<file path="config.mk">
export PLATFORM = sky130hd
export DESIGN_NAME = seq_mult_32
export DESIGN_NICKNAME = d
export VERILOG_FILES = /design/src/rtl/seq_mult_32_pkg.sv /design/src/rtl/seq_mult_32_rca.sv /design/src/rtl/seq_mult_32.sv
export SDC_FILE = /design/constraint.sdc
export NUM_CORES = 1
export LEC_CHECK = 0
export CORE_MARGIN = 8
export CORE_UTILIZATION = 55
export DETAILED_ROUTE_END_ITERATION = 10
export DONT_BUFFER_PORTS = 1
export PLACE_DENSITY = 0.7
export REMOVE_ABC_BUFFERS = 1
export SLEW_MARGIN = 30
export SYNTH_ARGS = -nofsm -noshare
export SYNTH_HDL_FRONTEND = slang
export SYNTH_SLANG_ARGS = --single-unit
</file>
<file path="constraint.sdc">
create_clock -name clk -period 18.7 [get_ports clk]
set_clock_uncertainty 0.05 [all_clocks]
set_input_delay 1.87 -clock clk [delete_from_list [all_inputs] [get_ports clk]]
set_output_delay 1.87 -clock clk [all_outputs]
set_load 0.02 [all_outputs]
</file>
<file path="src/rtl/seq_mult_32_pkg.sv">
// Shared definitions for the sequential shift-and-add multiplier.
//   state_t    : controller state encoding (2-bit binary)
//   MULT_WIDTH : operand width; the product is twice this wide
//   N_ITER     : number of add/shift iterations per multiply
package seq_mult_32_pkg;

    localparam int MULT_WIDTH = 32;
    localparam int N_ITER     = 32;

    typedef enum logic [1:0] {
        ST_IDLE = 2'd0,
        ST_RUN  = 2'd1,
        ST_DONE = 2'd2
    } state_t;

endpackage : seq_mult_32_pkg

</file>
<file path="src/rtl/seq_mult_32_rca.sv">
// Ripple-carry adder used by the multiplier for each partial-product add.
//   A, B : addends (WIDTH bits)
//   cin  : carry in
//   S    : sum (WIDTH bits)
//   cout : carry out of the most significant bit
module seq_mult_32_rca #(
    parameter int WIDTH = 32
) (
    input  logic [WIDTH-1:0] A,
    input  logic [WIDTH-1:0] B,
    input  logic             cin,
    output logic [WIDTH-1:0] S,
    output logic             cout
);

    logic [WIDTH:0] carry;

    assign carry[0] = cin;

    for (genvar i = 0; i < WIDTH; i++) begin : g_fa
        assign S[i]       = A[i] ^ B[i] ^ carry[i];
        assign carry[i+1] = (A[i] & B[i]) | (carry[i] & (A[i] ^ B[i]));
    end

    assign cout = carry[WIDTH];

endmodule : seq_mult_32_rca

</file>
<file path="src/rtl/seq_mult_32.sv">
// Unsigned WIDTH x WIDTH multi-cycle shift-and-add multiplier.
//   clk   : rising-edge clock
//   rst   : synchronous active-high reset
//   start : request, only honoured in IDLE; captures A and B
//   A, B  : multiplicand / multiplier
//   busy  : high while iterations run
//   done  : one-cycle pulse, P holds the finished product
//   P     : registered 2*WIDTH product, held until the next accepted start
//
// state   | meaning
// --------+-----------------------------------------------------------
// ST_IDLE | waiting for start; P holds the last result
// ST_RUN  | one add/shift iteration per clock, N_ITER iterations total
// ST_DONE | done pulse cycle; P is the final product
module seq_mult_32
    import seq_mult_32_pkg::*;
#(
    parameter int WIDTH = MULT_WIDTH,
    parameter int CNT_W = 6
) (
    input  logic               clk,
    input  logic               rst,
    input  logic               start,
    input  logic [WIDTH-1:0]   A,
    input  logic [WIDTH-1:0]   B,
    output logic               busy,
    output logic               done,
    output logic [2*WIDTH-1:0] P
);

    state_t           state;
    logic [WIDTH-1:0] m;
    logic [CNT_W-1:0] count;

    logic [WIDTH-1:0] addend;
    logic [WIDTH-1:0] s;
    logic             c;

    // The low half of P still holds unconsumed multiplier bits; bit 0 is
    // the one that decides whether this iteration adds the multiplicand.
    assign addend = P[0] ? m : '0;

    seq_mult_32_rca #(
        .WIDTH (WIDTH)
    ) RCA_32 (
        .A    (P[2*WIDTH-1:WIDTH]),
        .B    (addend),
        .cin  (1'b0),
        .S    (s),
        .cout (c)
    );

    always_ff @(posedge clk) begin
        if (rst) begin
            state <= ST_IDLE;
            busy  <= 1'b0;
            done  <= 1'b0;
            P     <= '0;
            m     <= '0;
            count <= '0;
        end else begin
            case (state)
                ST_IDLE: begin
                    done <= 1'b0;
                    if (start) begin
                        m     <= A;
                        P     <= {{WIDTH{1'b0}}, B};
                        count <= '0;
                        state <= ST_RUN;
                        busy  <= 1'b1;
                    end
                end
                ST_RUN: begin
                    // 65-bit {carry, sum, low half} shifted right by one:
                    // the adder carry lands in the top bit, never dropped.
                    P     <= {c, s, P[WIDTH-1:1]};
                    count <= count + 1'b1;
                    if (count == CNT_W'(N_ITER - 1)) begin
                        state <= ST_DONE;
                        busy  <= 1'b0;
                        done  <= 1'b1;
                    end
                end
                ST_DONE: begin
                    done  <= 1'b0;
                    state <= ST_IDLE;
                end
                default: begin
                    state <= ST_IDLE;
                    busy  <= 1'b0;
                    done  <= 1'b0;
                end
            endcase
        end
    end

endmodule : seq_mult_32
</file>
* Yosys cells after proc, flatten, opt, wreduce, memory -nomap -nowiden
Index checks and enable logic that the tools add are counted.
** Operators by class
- Add/sub/neg operators :: 1
- Eq/ne operators :: 5
- Mux-type cells :: 11
- Bitwise logic cells :: 159
- Reduce and logical (&&, ||, !) cells :: 7
** Operators by type and width (number)
- one-hot mux 64 bit (2 select lines) :: 1
- two-way mux 64 bit :: 1
- AND 1 bit :: 63
- bitwise XOR 1 bit :: 63
- two-way mux 32 bit :: 1
- bitwise OR 1 bit :: 31
- one-hot mux 6 bit (2 select lines) :: 1
- adder 6 x 1 -> 6 bit, second input constant :: 1
- equality test 6 x 5 -> 1 bit, second input constant :: 1
- two-way mux 6 bit :: 1
- AND reduction 2 bit :: 3
- two-way mux 2 bit :: 2
- inequality test 2 bit, second input constant :: 2
- one-hot mux 2 bit (2 select lines) :: 1
- one-hot mux 1 bit (3 select lines) :: 1
- AND reduction 3 bit :: 1
- equality test 2 x 1 -> 1 bit, second input constant :: 1
- equality test 2 bit, second input constant :: 1
- zero test 2 bit :: 1
- two-way mux 1 bit :: 2
- inverter 1 bit :: 2
- nonzero test 2 bit :: 1
- OR reduction 2 bit :: 1
** Storage, ports and cells
- Register bits :: 106
- Output and inout port bits :: 66
- Word-level logic and storage cells :: 189

* Depth between registers and ports, before layout
- Word-level depth :: 65
- Gate-level depth with buffers :: 38

* By module
From an unflattened synthesis, not the netlist that was laid out.
** Unflattened totals
- Cells, all modules :: 513
- Area, all modules :: 4723.3 um2
** Modules (own cells, without submodules)
- seq_mult_32 :: instances 1, cells an instance 471, area each 4045.1 um2, sequential area each 2122.0 um2
- seq_mult_32_rca :: instances 1, cells an instance 42, area each 678.2 um2, sequential area each 0.0 um2

* Worst setup path after synthesis
No wires, ideal clock.
- Kind :: reg2reg
- Start :: register P[0]
- End :: register P[62]
- Library setup time :: 0.117 ns
- Arrival :: 13.063 ns
- Data required time :: 18.533 ns
- Slack :: 5.470 ns
- Stages on the path, launching flop included :: 38
- Cells stage by stage :: dfxtp_1 -> clkbuf_1 -> nand2_1 -> fa_1 -> fa_1 -> fa_1 -> fa_1 -> fa_1 -> fa_1 -> fa_1 -> fa_1 -> fa_1 -> fa_1 -> fa_1 -> fa_1 -> fa_1 -> fa_1 -> fa_1 -> (+2 left out) -> fa_1 -> fa_1 -> fa_1 -> fa_1 -> fa_1 -> fa_1 -> fa_1 -> fa_1 -> fa_1 -> fa_1 -> fa_1 -> inv_1 -> fa_1 -> inv_1 -> fa_1 -> inv_1 -> fa_1 -> a22o_1
** On the way
- Longest elaborated chain between the ends :: 64
- Elaborated cells between the ends (all ways) :: 125
** RTL lines
- start: declaration :: RTL line seq_mult_32.sv:28 : output logic [2*WIDTH-1:0] P
- start signal: assignment :: RTL line seq_mult_32.sv:67 : P <= {{WIDTH{1'b0}}, B};
- start signal: assignment :: RTL line seq_mult_32.sv:76 : P <= {c, s, P[WIDTH-1:1]};
- two-way mux 32 bit * :: RTL line seq_mult_32.sv:41 : assign addend = P[0] ? m : '0;
- AND 1 bit or bitwise XOR 1 bit (tied branches) :: RTL line seq_mult_32_rca.sv:22 : assign carry[i+1] = (A[i] & B[i]) | (carry[i] & (A[i] ^ B[i]));
- AND 1 bit :: RTL line seq_mult_32_rca.sv:22
- bitwise OR 1 bit :: RTL line seq_mult_32_rca.sv:22
- AND 1 bit :: RTL line seq_mult_32_rca.sv:22
- bitwise OR 1 bit :: RTL line seq_mult_32_rca.sv:22
- AND 1 bit :: RTL line seq_mult_32_rca.sv:22
- bitwise OR 1 bit :: RTL line seq_mult_32_rca.sv:22
- (+48 left out)
- AND 1 bit :: RTL line seq_mult_32_rca.sv:22
- bitwise OR 1 bit :: RTL line seq_mult_32_rca.sv:22
- AND 1 bit :: RTL line seq_mult_32_rca.sv:22
- bitwise OR 1 bit :: RTL line seq_mult_32_rca.sv:22
- AND 1 bit :: RTL line seq_mult_32_rca.sv:22
- bitwise OR 1 bit :: RTL line seq_mult_32_rca.sv:22
- bitwise XOR 1 bit * :: RTL line seq_mult_32_rca.sv:21 : assign S[i] = A[i] ^ B[i] ^ carry[i];
- one-hot mux 64 bit (2 select lines) * :: RTL line seq_mult_32.sv:62 : case (state)
Mark *: on every way between the ends. The rest lies on a longest branch, timed or not.
A chain may end at the register's enable or synchronous reset.

* Final worst setup path
Ends and elaborated chain as after synthesis.

==> out/qor.csv <==
stage;metric;value;unit
clocking;hold-fix buffer count after cts;0;
clocking;cts repair resizes;0;
floorplan;Die H;111.5;um
synth;sequential area share after synthesis;42.26;%
detailed_routing;final wirelength;11.58;mm
clocking;clock buffer depth;2;
final_layout;Design Area, Final;5181;um^2
synth;Synth top cells by count;106 x dfxtp_1, 95 x nand2_1, 67 x nor2_1;
clocking;clk_lat worst skew;0.37;ns
detailed_routing;antenna violation net count after detailed routing;0;
worst_setup_path;most used cell, CP;fa_1;
synth;yosys warns;0;
clocking;CTS H-tree depth;3;
synth;share of the synthesized area in the top cell type;42.26;%
floorplan;chip width;111.5;um
detailed_routing;vias per cell;5.781;
place;Area after DPL;4996;um^2
power;Power Density;87.84;nW/um^2
place;IO buf count;0;
detailed_routing;DR WL/cell;17.58;um
synth;Synth cell types;36;
worst_setup_path;slowest library cell on the worst path;fa_1;
floorplan;Starting Density;55.39;%
detailed_routing;total number of vias;3810;
timing;Worst-Margin Slew;0.7282;ns
timing;RSZ-0062 raised after global routing;false;
timing;Final period util;73.88;%
synth;Mapped Cells;573;
grt;overall routing resource usage;18.47;%
synth;Post-Syn Area;5021;um^2
worst_setup_path;crit path DAT;14.03;ns
clocking;Worst-path clk slew;0.10;ns
place;routability cong.;0.7523;
synth;area leader, netlist;dfxtp_1;
clocking;TritonCTS buffer count;9;
synth;most common cell in the netlist;dfxtp_1;
final_layout;nets@finish;643;
clocking;post-CTS setup buffer count;0;
final_layout;antenna cells;0;
worst_setup_path;kind of critical path;reg2reg;
timing;Slew Limit Headroom;51.45;%
min_path;worst min path class;reg2reg;
timing;Slew Viols, Final;0;
grt;first-pass GRT wire length;18.91;mm
synth;Async S/R FF share, synth;0;%
synth;register bit total from synthesis;106;
floorplan;DIE AREA;12440;um^2
synth;EDFF count, synth;0;
worst_setup_path;Crit path buffers/inverters;5;
worst_setup_path;slowest stage delay, CP;0.43;ns
worst_setup_path;critical path capture point type;flop;
worst_setup_path;startpoint types;flop;
flow_run;Max Cap Viol;0;
timing;Final TNS setup;0;ns
clocking;clock root buffer;clkbuf_8;
status;status;completed;
grt;grt ovf;0;
grt;largest net degree at the start of global routing;101;
timing;Period minus WS final;13.82;ns
clocking;CTS tree;yes;
timing;f_max;72.39;MHz
final_layout;share of layout cells above drive strength 1;5.109;%
detailed_routing;# DRC;0;
detailed_routing;DR iter-0 viols;187;
place;dpl hpwl;7.697;mm
power;static leakage;1.750;nW
timing;endpoints failing setup;0;
worst_setup_path;CP required;18.92;ns
worst_setup_path;CP delay by family, top;adder cells;
floorplan;site row count;35;
final_layout;Area Growth Syn to Fin;3.190;%
detailed_routing;DRT Pass-1 Iters;5;
grt;vias in the first global route;3753;
power;peak supply drop;0.04803;mV
synth;mean area per synthesized cell;8.763;um^2
worst_setup_path;crit path max fanout;34;
synth;Top FF cell, synth;dfxtp_1;
grt;initial antenna violation count;0;
timing;Final Hold Vio Count;0;
synth;largest cells by area after synthesis;dfxtp_1 42%, fa_1 12%, nand2_1 7.1%;
floorplan;area of the core;9065;um^2
clocking;clock sink total;106;
floorplan;# IOs;133;
-- cells in the final DEF, fill, tap and decap left out, types with 3 or more instances in the layout --
cell type,n
nor2_1,67
nand2b_1,3
nand2_1,95
clkbuf_8,10
dfxtp_1,105
and2_1,3
inv_1,64
o32ai_1,27
buf_4,5
a22o_1,36
inv_6,4
fa_1,31
a21oi_1,34
a211oi_1,31
-- path summary, 6_finish.rpt --
| kind | start | endpoint | slack (ns) | cells past startpoint |
|---|---|---|---|---|
| worst max register to register | P[0]$_SDFFE_PP0P_ | P[62]$_SDFFE_PP0P_ | 4.88 | 39 |
| worst min-delay path | m[2]$_SDFFE_PP0P_ | m[2]$_SDFFE_PP0P_ | 0.40 | 2 |
| worst max-delay path | P[0]$_SDFFE_PP0P_ | P[62]$_SDFFE_PP0P_ | 4.88 | 39 |
| worst min register to register | m[2]$_SDFFE_PP0P_ | m[2]$_SDFFE_PP0P_ | 0.40 | 2 |
-- worst reg2reg max path, delay by kind of cell (launching register included) --
| family | cells | cell delay [ns] |
|---|---|---|
| buffers and inverters | 5 | 0.62 |
| flip-flops | 1 | 0.32 |
| AO/OA/AOI/OAI | 1 | 0.20 |
| adder cells (fa/ha/maj) | 32 | 12.34 |
| AND/OR/NAND/NOR | 1 | 0.20 |
-- layer usage --
metal  routed length [um]  GRT usage [%]  share of wire, %  vias to the layer above
met5                    0              0                 0                        -
met2                 5537          30.14                48                      111
met4                  200          5.743               1.7                        0
li1                     -              -                 -                     1847
met3                  941          7.035               8.1                       18
met1                 4903          22.00                42                     1834
-- layout make-up --
| class | instances | area (um^2) |
|---|---|---|
| clock buffer | 10 | 137.6 |
| clock inverter | 6 | 47.55 |
| fill | 846 | 3884 |
| inverter | 65 | 244.0 |
| multi-input combinational | 356 | 2452 |
| sequential | 106 | 2123 |
| tap | 111 | 138.9 |
| timing repair buffer | 5 | 37.54 |
-- registers in the layout, summed over array words and instances, names as in the netlist --
register / flops
P: 64
busy: 1
count: 6
done: 1
m: 32
state: 2
-- report_power, final --
group	switching, mW	leakage [nW]	internal (mW)
registers	0.0218	0.868	0.240
clock network	0.0822	0.0941	0.0539
logic	0.0339	0.788	0.0234
-- logic make-up after synthesis --
kind of cell	count (synthesis)	share of synthesized area [%]
DFF	106	42.26
muxes	1	0.2243
xor gates and xnor gates	1	0.1745
and+or+nand+nor	182	14.78
AOI/OAI and AO/OA	139	20.68
buffers and inverters	111	9.021
adders and majority gates	33	12.86
-- metrics by stage --
| step | util (%) | worst slack [ns] | power (mW) | cells | hold slack, ns |
|---|---|---|---|---|---|
| 2_1_floorplan | - | 5.107 | 0.3087 | 527 | 0.3757 |
| 6_report | 57.16 | 4.885 | 0.4551 | 659 | 0.4038 |
| 5_1_grt | 57.16 | 4.408 | 0.4776 | 659 | 0.4198 |
| 3_3_place_gp | 55.11 | 5.061 | 0.3224 | 643 | 0.3838 |
| 4_1_cts | 57.16 | 4.811 | 0.4594 | 659 | 0.4039 |
| 3_5_place_dp | 55.11 | 4.862 | 0.3249 | 643 | 0.3903 |
Note: power is estimated with default switching activity, not from simulation.
